--- src/rtl/btn_arb_pkg.sv ---
// Shared types and helpers for the button event arbiter.
// Latency: n/a (types and a combinational round-robin helper only).
// Backpressure: n/a.
package btn_arb_pkg;

  // Output slot: either holding an event for the consumer or idle.
  typedef enum logic {
    EMPTY = 1'b0,
    FULL  = 1'b1
  } slot_state_e;

  // Widest request vector the round-robin helper handles (2 x 8 buttons).
  localparam int MAX_SRC = 16;

  // Reset pointer sits this far below the source count, so source 0 is searched first.
  localparam int RR_RST_OFS = 1;

  // Round-robin pick: first set bit of req at or after rr+1, wrapping modulo n_src.
  // Returns rr unchanged when nothing is requested (the caller gates on |req).
  function automatic logic [3:0] rr_winner(input logic [MAX_SRC-1:0] req,
                                           input logic [3:0]         rr,
                                           input logic [4:0]         n_src);
    logic [5:0] idx;
    logic [3:0] win;
    logic       found;
    win   = rr;
    found = 1'b0;
    for (int i = 1; i <= MAX_SRC; i++) begin
      idx = 6'(rr) + 6'(i);
      if (idx >= 6'(n_src)) idx = idx - 6'(n_src);
      if (!found && (6'(i) <= 6'(n_src)) && req[idx[3:0]]) begin
        win   = idx[3:0];
        found = 1'b1;
      end
    end
    return win;
  endfunction

endpackage

--- src/rtl/btn_event_arbiter_if.sv ---
// Event handshake between the arbiter and its single consumer.
// Latency: n/a (wires only).
// Backpressure: consumer holds ev_ready low; producer keeps ev_valid/ev_id/ev_rel stable.
interface btn_event_arbiter_if #(
  parameter int ID_W = 2
) ();

  logic            ev_valid;
  logic [ID_W-1:0] ev_id;
  logic            ev_rel;
  logic            ev_ready;

  modport master (output ev_valid, output ev_id, output ev_rel, input ev_ready);
  modport slave  (input ev_valid, input ev_id, input ev_rel, output ev_ready);

endinterface

--- src/rtl/btn_debounce.sv ---
// One button: 2-flop synchronizer, run-length debouncer, registered rise/fall pulses.
// Latency: input level to pulse is 2 sync edges + DEB_CYCLES stable samples.
// Backpressure: none; pulses are single-cycle and must be captured by the caller.
module btn_debounce #(
  parameter int DEB_CYCLES = 8
) (
  input  logic clk,
  input  logic reset,
  input  logic btn_i,
  output logic deb_o,
  output logic rise_o,
  output logic fall_o
);

  localparam int CNT_W = $clog2(DEB_CYCLES);

  logic             sync1_q;
  logic             s_q;
  logic             deb_q, deb_d;
  logic [CNT_W-1:0] cnt_q, cnt_d;
  logic             rise_q, fall_q;
  logic             flip;

  // Count samples that disagree with the debounced level; flip after DEB_CYCLES in a row.
  always_comb begin
    flip  = (s_q != deb_q) && (cnt_q == CNT_W'(DEB_CYCLES - 1));
    deb_d = flip ? ~deb_q : deb_q;
    cnt_d = ((s_q == deb_q) || flip) ? '0 : cnt_q + CNT_W'(1);
  end

  // Synchronizer, debounce state and edge pulses, all cleared by reset.
  always_ff @(posedge clk) begin
    if (reset) begin
      sync1_q <= 1'b0;
      s_q     <= 1'b0;
      deb_q   <= 1'b0;
      cnt_q   <= '0;
      rise_q  <= 1'b0;
      fall_q  <= 1'b0;
    end else begin
      sync1_q <= btn_i;
      s_q     <= sync1_q;
      deb_q   <= deb_d;
      cnt_q   <= cnt_d;
      rise_q  <= flip & ~deb_q;
      fall_q  <= flip & deb_q;
    end
  end

  assign deb_o  = deb_q;
  assign rise_o = rise_q;
  assign fall_o = fall_q;

endmodule

--- src/rtl/btn_event_arbiter.sv ---
// Debounced button presses latched as pending events, served round-robin over one valid/ready port.
// Latency: btn held from edge k -> pending at k+2+DEB_CYCLES, ev_valid at k+3+DEB_CYCLES if slot free.
// Backpressure: slot holds while ev_ready=0; presses on an already-pending button pulse drop.
// Optional: define RELEASE_EVENT_EN to also report release edges (ev_rel=1) as separate sources.
module btn_event_arbiter
  import btn_arb_pkg::*;
#(
  parameter int N_BTN      = 4,
  parameter int DEB_CYCLES = 8
) (
  input  logic                    clk,
  input  logic                    reset,
  input  logic [N_BTN-1:0]        btn,
  btn_event_arbiter_if.master     ev,
  output logic [N_BTN-1:0]        pending,
  output logic [N_BTN-1:0]        drop
);

  localparam int ID_W = $clog2(N_BTN);
`ifdef RELEASE_EVENT_EN
  localparam int N_SRC = 2 * N_BTN;
`else
  localparam int N_SRC = N_BTN;
`endif
  localparam int             RR_W   = $clog2(N_SRC);
  localparam logic [RR_W-1:0] RR_RST = RR_W'(N_SRC - RR_RST_OFS);

  logic [N_BTN-1:0] deb, rise, fall;
  logic [N_BTN-1:0] pend_q, pend_d;
  logic [N_BTN-1:0] drop_q, drop_d;
  logic [N_SRC-1:0] req, grant;
  logic [RR_W-1:0]  rr_q, rr_d;
  logic [ID_W-1:0]  id_q, id_d;
  logic [3:0]       win;
  logic             load;
  slot_state_e      state_q, state_d;
`ifdef RELEASE_EVENT_EN
  logic [N_BTN-1:0] pend_rel_q, pend_rel_d;
  logic             rel_q, rel_d;
`endif

  for (genvar i = 0; i < N_BTN; i++) begin : g_deb
    btn_debounce #(.DEB_CYCLES(DEB_CYCLES)) u_deb (
      .clk    (clk),
      .reset  (reset),
      .btn_i  (btn[i]),
      .deb_o  (deb[i]),
      .rise_o (rise[i]),
      .fall_o (fall[i])
    );
  end

  // Levels are only needed as edges here; release edges are only used with the option.
  logic unused_ok;
  assign unused_ok = ^{deb, fall};

  // Request order: presses 0..N-1, then releases 0..N-1 when enabled.
`ifdef RELEASE_EVENT_EN
  assign req = {pend_rel_q, pend_q};
`else
  assign req = pend_q;
`endif
  assign win = rr_winner(MAX_SRC'(req), 4'(rr_q), 5'(N_SRC));

  // Slot FSM: fill when empty, refill on accept without a bubble, empty when nothing waits.
  always_comb begin
    state_d = state_q;
    load    = 1'b0;
    case (state_q)
      EMPTY: begin
        if (|req) begin
          load    = 1'b1;
          state_d = FULL;
        end
      end
      FULL: begin
        if (ev.ev_ready) begin
          if (|req) load = 1'b1;
          else      state_d = EMPTY;
        end
      end
      default: state_d = EMPTY;
    endcase
  end

  // Grant decode: the winner's bit is cleared, pointer and slot contents advance.
  always_comb begin
    grant = '0;
    rr_d  = rr_q;
    id_d  = id_q;
`ifdef RELEASE_EVENT_EN
    rel_d = rel_q;
`endif
    if (load) begin
      grant[win[RR_W-1:0]] = 1'b1;
      rr_d                 = win[RR_W-1:0];
`ifdef RELEASE_EVENT_EN
      if (win >= 4'(N_BTN)) begin
        id_d  = ID_W'(win - 4'(N_BTN));
        rel_d = 1'b1;
      end else begin
        id_d  = ID_W'(win);
        rel_d = 1'b0;
      end
`else
      id_d = ID_W'(win);
`endif
    end
  end

  // Pending flags: a new edge on a granted bit re-arms it; on a non-granted pending bit it is lost.
  always_comb begin
    pend_d = (pend_q & ~grant[N_BTN-1:0]) | rise;
    drop_d = rise & pend_q & ~grant[N_BTN-1:0];
`ifdef RELEASE_EVENT_EN
    pend_rel_d = (pend_rel_q & ~grant[N_SRC-1:N_BTN]) | fall;
    drop_d     = drop_d | (fall & pend_rel_q & ~grant[N_SRC-1:N_BTN]);
`endif
  end

  // State registers; reset discards any event in flight.
  always_ff @(posedge clk) begin
    if (reset) begin
      state_q <= EMPTY;
      rr_q    <= RR_RST;
      id_q    <= '0;
      pend_q  <= '0;
      drop_q  <= '0;
`ifdef RELEASE_EVENT_EN
      pend_rel_q <= '0;
      rel_q      <= 1'b0;
`endif
    end else begin
      state_q <= state_d;
      rr_q    <= rr_d;
      id_q    <= id_d;
      pend_q  <= pend_d;
      drop_q  <= drop_d;
`ifdef RELEASE_EVENT_EN
      pend_rel_q <= pend_rel_d;
      rel_q      <= rel_d;
`endif
    end
  end

  assign ev.ev_valid = (state_q == FULL);
  assign ev.ev_id    = id_q;
`ifdef RELEASE_EVENT_EN
  assign ev.ev_rel   = rel_q;
`else
  assign ev.ev_rel   = 1'b0;
`endif
  assign pending = pend_q;
  assign drop    = drop_q;

endmodule

--- src/flat_wrapper.sv ---
// flat-port wrapper written by rule: the top's interface ports become plain ports
module btn_event_arbiter_flat import btn_arb_pkg::*;
#(
  parameter int N_BTN      = 4,
  parameter int DEB_CYCLES = 8
)
  (clk, reset, btn, pending, drop, ev_ev_valid, ev_ev_id, ev_ev_rel, ev_ev_ready);
  btn_event_arbiter_if #(.ID_W($clog2((4)))) ev_i ();
  input  logic clk;
  input  logic reset;
  input  logic [N_BTN-1:0] btn;
  output logic [N_BTN-1:0] pending;
  output logic [N_BTN-1:0] drop;
  output wire logic [$bits(ev_i.ev_valid)-1:0] ev_ev_valid;
  output wire logic [$bits(ev_i.ev_id)-1:0] ev_ev_id;
  output wire logic [$bits(ev_i.ev_rel)-1:0] ev_ev_rel;
  input wire logic [$bits(ev_i.ev_ready)-1:0] ev_ev_ready;
  assign ev_ev_valid = ev_i.ev_valid;
  assign ev_ev_id = ev_i.ev_id;
  assign ev_ev_rel = ev_i.ev_rel;
  assign ev_i.ev_ready = ev_ev_ready;
  btn_event_arbiter #(.N_BTN(N_BTN), .DEB_CYCLES(DEB_CYCLES)) u_core (.clk(clk), .reset(reset), .btn(btn), .ev(ev_i), .pending(pending), .drop(drop));
endmodule
--- config.mk ---
export PLATFORM = sky130hd
export DESIGN_NAME = btn_event_arbiter_flat
export DESIGN_NICKNAME = d
export VERILOG_FILES = /design/src/rtl/btn_arb_pkg.sv /design/src/rtl/btn_event_arbiter_if.sv /design/src/rtl/btn_debounce.sv /design/src/rtl/btn_event_arbiter.sv /design/src/flat_wrapper.sv
export SDC_FILE = /design/constraint.sdc
export NUM_CORES = 1
export LEC_CHECK = 0
export ABC_AREA = 1
export CAP_MARGIN = 20
export CORE_UTILIZATION = 29
export CTS_BUF_LIST = sky130_fd_sc_hd__clkbuf_16
export DETAILED_ROUTE_END_ITERATION = 12
export MAX_ROUTING_LAYER = met4
export SYNTH_ARGS = -nofsm -noshare
export SYNTH_HDL_FRONTEND = slang
export SYNTH_SLANG_ARGS = --single-unit
--- constraint.sdc ---
create_clock -name clk -period 1.9 [get_ports clk]
set_clock_uncertainty 0.05 [all_clocks]
set_input_delay 0.38 -clock clk [delete_from_list [all_inputs] [get_ports clk]]
set_output_delay 0.38 -clock clk [all_outputs]
set_load 0.01 [all_outputs]
==> flow_metrics.env, run 1 <==
export IMPL_ys_warnings_count=0
export IMPL_grt_setup_unrepaired="false"
export IMPL_root_buffer="clkbuf_16"
export IMPL_mappedNetlistArea_um2=1720
export IMPL_wl_per_cell_um=9.20
export IMPL_grt_max_degree=20
export IMPL_run_status="completed"
export IMPL_period_needed_ns=1.77
export IMPL_pin_count=19
export IMPL_clk_latency_ns=0.28
export IMPL_synth_cells=215
export IMPL_r2r_end="u_core.ev.ev_id[0]$_SDFFE_PP0P_"
export IMPL_vias_per_cell=4.24
export IMPL_seq_area_frac_synth_pct=47.7
export IMPL_vias=1341
export IMPL_netlist_cell_type_count=27
export IMPL_clockBufferDepth=2
export IMPL_diodes=0
export IMPL_rr_startpoint="u_core.rr_q[1]$_SDFFE_PP1P_"
export IMPL_cts_tree="yes"
export IMPL_first_global_vias=1285
export IMPL_hold_path_class="register to register"
export IMPL_finalSetupViolCount=0
export IMPL_ctsHoldBuffers=0
export IMPL_crit_chain="buf_4 > ha_1 > nor2_1 > nand3_1 > nand2_2 > inv_1 > nand3_1 > nand2_1 > nand2_2 > nor2_2 > buf_4 > or2_1 > inv_1"
export IMPL_drt_pass1_iterations=4
export IMPL_hold_violations=0
export IMPL_setup_tns_ns=0
export IMPL_crit_fanout=5
export IMPL_path_clk_slew_ns=0.05
export IMPL_cp_startpoint="u_core.rr_q[1]$_SDFFE_PP1P_"
export IMPL_reg2reg_depth=13
export IMPL_gp_congestion=0.800
export IMPL_path_buf_inv=4
export IMPL_drc=0
export IMPL_irDropWorstVdd_v=0.000461
export IMPL_path_class="register to register"
export IMPL_max_freq_mhz=566
export IMPL_drt_initial_drc_count=51
export IMPL_max_cap_violations=0
export IMPL_die_area_um2=6240
export IMPL_r2r_slack_ns=0.13
export IMPL_ant_nets=0
export IMPL_leakagePower_uw=0.000989
export IMPL_slowest_stage="dfxtp_2"
export IMPL_fin_crit_sh_pct=93.0
export IMPL_antenna_found_initial=0
export IMPL_die_w_um=79.0
export IMPL_die_height_um=79.0
export IMPL_io_buffers=17
export IMPL_crit_cells=13
export IMPL_arrival_ns=1.94
export IMPL_place_hpwl_um=2220
export IMPL_critPathTopFamily="simple AND/OR/NAND/NOR gates"
export IMPL_syn_area_per_cell_um2=8.00
export IMPL_final_util_pct=39.5
export IMPL_fin_hold_ws_ns=0.352
export IMPL_drive_above_1_share_pct=16.8
export IMPL_clock_sinks=41
export IMPL_rows=27
export IMPL_startpoint_type="register"
export IMPL_crit_end="u_core.ev.ev_id[0]$_SDFFE_PP0P_"
export IMPL_powerDensity_nw_per_um2=766
export IMPL_cts_buffers=5
export IMPL_grt_pass1_wl_um=5200
export IMPL_min_from="u_core.g_deb[2].u_deb.sync1_q$_SDFF_PP0_"
export IMPL_cp_data_required_time_ns=2.08
export IMPL_maxSlewViolCount=0
export IMPL_max_stage_delay_ns=0.31
export IMPL_nFillCells=589
export IMPL_end_kind="register"
export IMPL_htreeDepth=2
export IMPL_wirelength_um=2910
export IMPL_grt_usage_pct=10.9
export IMPL_final_net_count=263
export IMPL_area_growth_pct=28.7
export IMPL_initial_core_util_pct=30.7
export IMPL_grt_overflow=0
export IMPL_coreArea_um2=5610
export IMPL_syn_nets=235
export IMPL_synth_seq_cells=41
-- repair_timing --
item	in CTS	in global routing
endpoints found under the hold margin	0	0
setup endpoints to repair	0	9
setup buffers	0	1
resized for setup	0	13
-- worst reg2reg max path, stage by stage (launching register included) --
cell and delay, ns:
dfxtp_2 0.31, buf_4 0.15, ha_1 0.19, nor2_1 0.09
nand3_1 0.12, nand2_2 0.10, inv_1 0.06, nand3_1 0.08
nand2_1 0.07, nand2_2 0.10, nor2_2 0.05, buf_4 0.12
or2_1 0.20, inv_1 0.05
-- worst min-delay path by stage --
stage                                                     end  cells past startpoint
floorplan                u_core.g_deb[0].u_deb.s_q$_SDFF_PP0_                      2
global placement         u_core.g_deb[2].u_deb.s_q$_SDFF_PP0_                      2
detailed placement       u_core.g_deb[2].u_deb.s_q$_SDFF_PP0_                      2
CTS                      u_core.g_deb[2].u_deb.s_q$_SDFF_PP0_                      2
global route        u_core.g_deb[2].u_deb.cnt_q[0]$_SDFF_PP0_                      1
finish                   u_core.g_deb[2].u_deb.s_q$_SDFF_PP0_                      2
-- Yosys cell counts --
| cell | number | share of area [%] |
|---|---|---|
| dfxtp_1 | 41 | 48 |
| inv_1 | 41 | 8.9 |
| nand2_1 | 32 | 7.0 |
| nor2_1 | 27 | 5.9 |
| ha_1 | 13 | 9.5 |
| nand3_1 | 12 | 3.5 |
| o21ai_0 | 7 | 2.0 |
| a21oi_1 | 5 | 1.5 |
| nand4_1 | 5 | 1.8 |
| nor3_1 | 5 | 1.5 |
| nand2_2 | 3 | 1.1 |
| nand3_2 | 3 | 1.7 |
| clkbuf_1 | 2 | 0.44 |
| nor2_2 | 2 | 0.73 |
| o211ai_1 | 2 | 0.87 |
| o21bai_1 | 2 | 0.87 |
| or2_2 | 2 | 0.73 |
| xor2_1 | 2 | 1.0 |
| a21oi_2 | 1 | 0.51 |
| buf_1 | 1 | 0.22 |
| buf_4 | 1 | 0.44 |
| conb_1 | 1 | 0.22 |
| inv_2 | 1 | 0.22 |
| nand3b_1 | 1 | 0.44 |
| nor3_2 | 1 | 0.58 |
| o21ai_1 | 1 | 0.29 |
| or2_1 | 1 | 0.36 |
-- cells in the final DEF, fill, tap and decap left out, drive strengths merged --
cell type and n:
nor3 6, dfxtp 41, clkdlybuf4s50 17, nand3 15, nor2 29, xor2 2
ha 13, buf 8, nand3b 1, o21bai 2, clkbuf 5, conb 1
or2 3, o21ai 8, clkinv 2, nand2 35, o211ai 2, nand4 5
a21oi 6, inv 43
-- stage by stage --
stage	worst slack, ns	cell area (um^2)	instances	power (uW)
final	0.133	2210	316	1690
after detailed placement	0.0113	2020	307	937
after CTS	0.00551	2150	315	1730
after global routing	0.00566	2210	316	1770
after floorplan	0.0767	1720	215	918
after global placement	0.0624	2020	307	936
-- flip-flops by register name, summed over array words and instances, names as in the netlist, 4 cells and up --
name / flops
u_core.g_deb.u_deb.rise_o: 4
u_core.g_deb.u_deb.deb_o: 4
u_core.pending: 4
u_core.g_deb.u_deb.s_q: 4
u_core.g_deb.u_deb.sync1_q: 4
u_core.g_deb.u_deb.cnt_q: 12
u_core.drop: 4
-- layer usage --
layer | global-route usage, % | wire length (um) | vias to the layer above
met1 | 11.9 | 1380 | 596
met5 | - | 0 | -
met2 | 17.8 | 1360 | 18
li1 | - | - | 719
met4 | 5.82 | 57 | 0
met3 | 3.33 | 112 | 8
-- layout make-up --
cell class,count,area (um^2),share of cell area (%)
flip-flops and latches,41,823,37.2
multi-input cells,128,773,34.9
repair buffers,25,230,10.4
inverters,42,158,7.12
clock buffers,5,125,5.65
well taps,72,90.1,4.07
clock inverters,3,13.8,0.622
-- where the power goes --
part / switching [uW] / internal, uW / total (uW) / leakage (uW)
logic: 22.5 / 20.5 / 43.1 / 0.000583
clock network: 302 / 476 / 777 / 0.0000748
registers: 4.06 / 871 / 875 / 0.000331
-- logic make-up (layout without fill, tap and decap cells) --
kind of cell / after synthesis / in the layout / synth area share (%)
adder cells (fa/ha/maj): 13 / 13 / 9.45
AO/OA/AOI/OAI: 18 / 18 / 6.04
other: 1 / 1 / 0.218
XOR/XNOR: 2 / 2 / 1.02
AND/OR/NAND/NOR: 94 / 94 / 25.3
buffers and inverters: 46 / 75 / 10.3
flip-flops: 41 / 41 / 47.7
Note: power is estimated with default switching activity, not from simulation.
==> run 2: changes to the inputs <==
Settings changed: CTS_CLUSTER_SIZE set to 16.
==> results of run 2 <==
Final layout, timing and power as in run 1 (identical DEF).
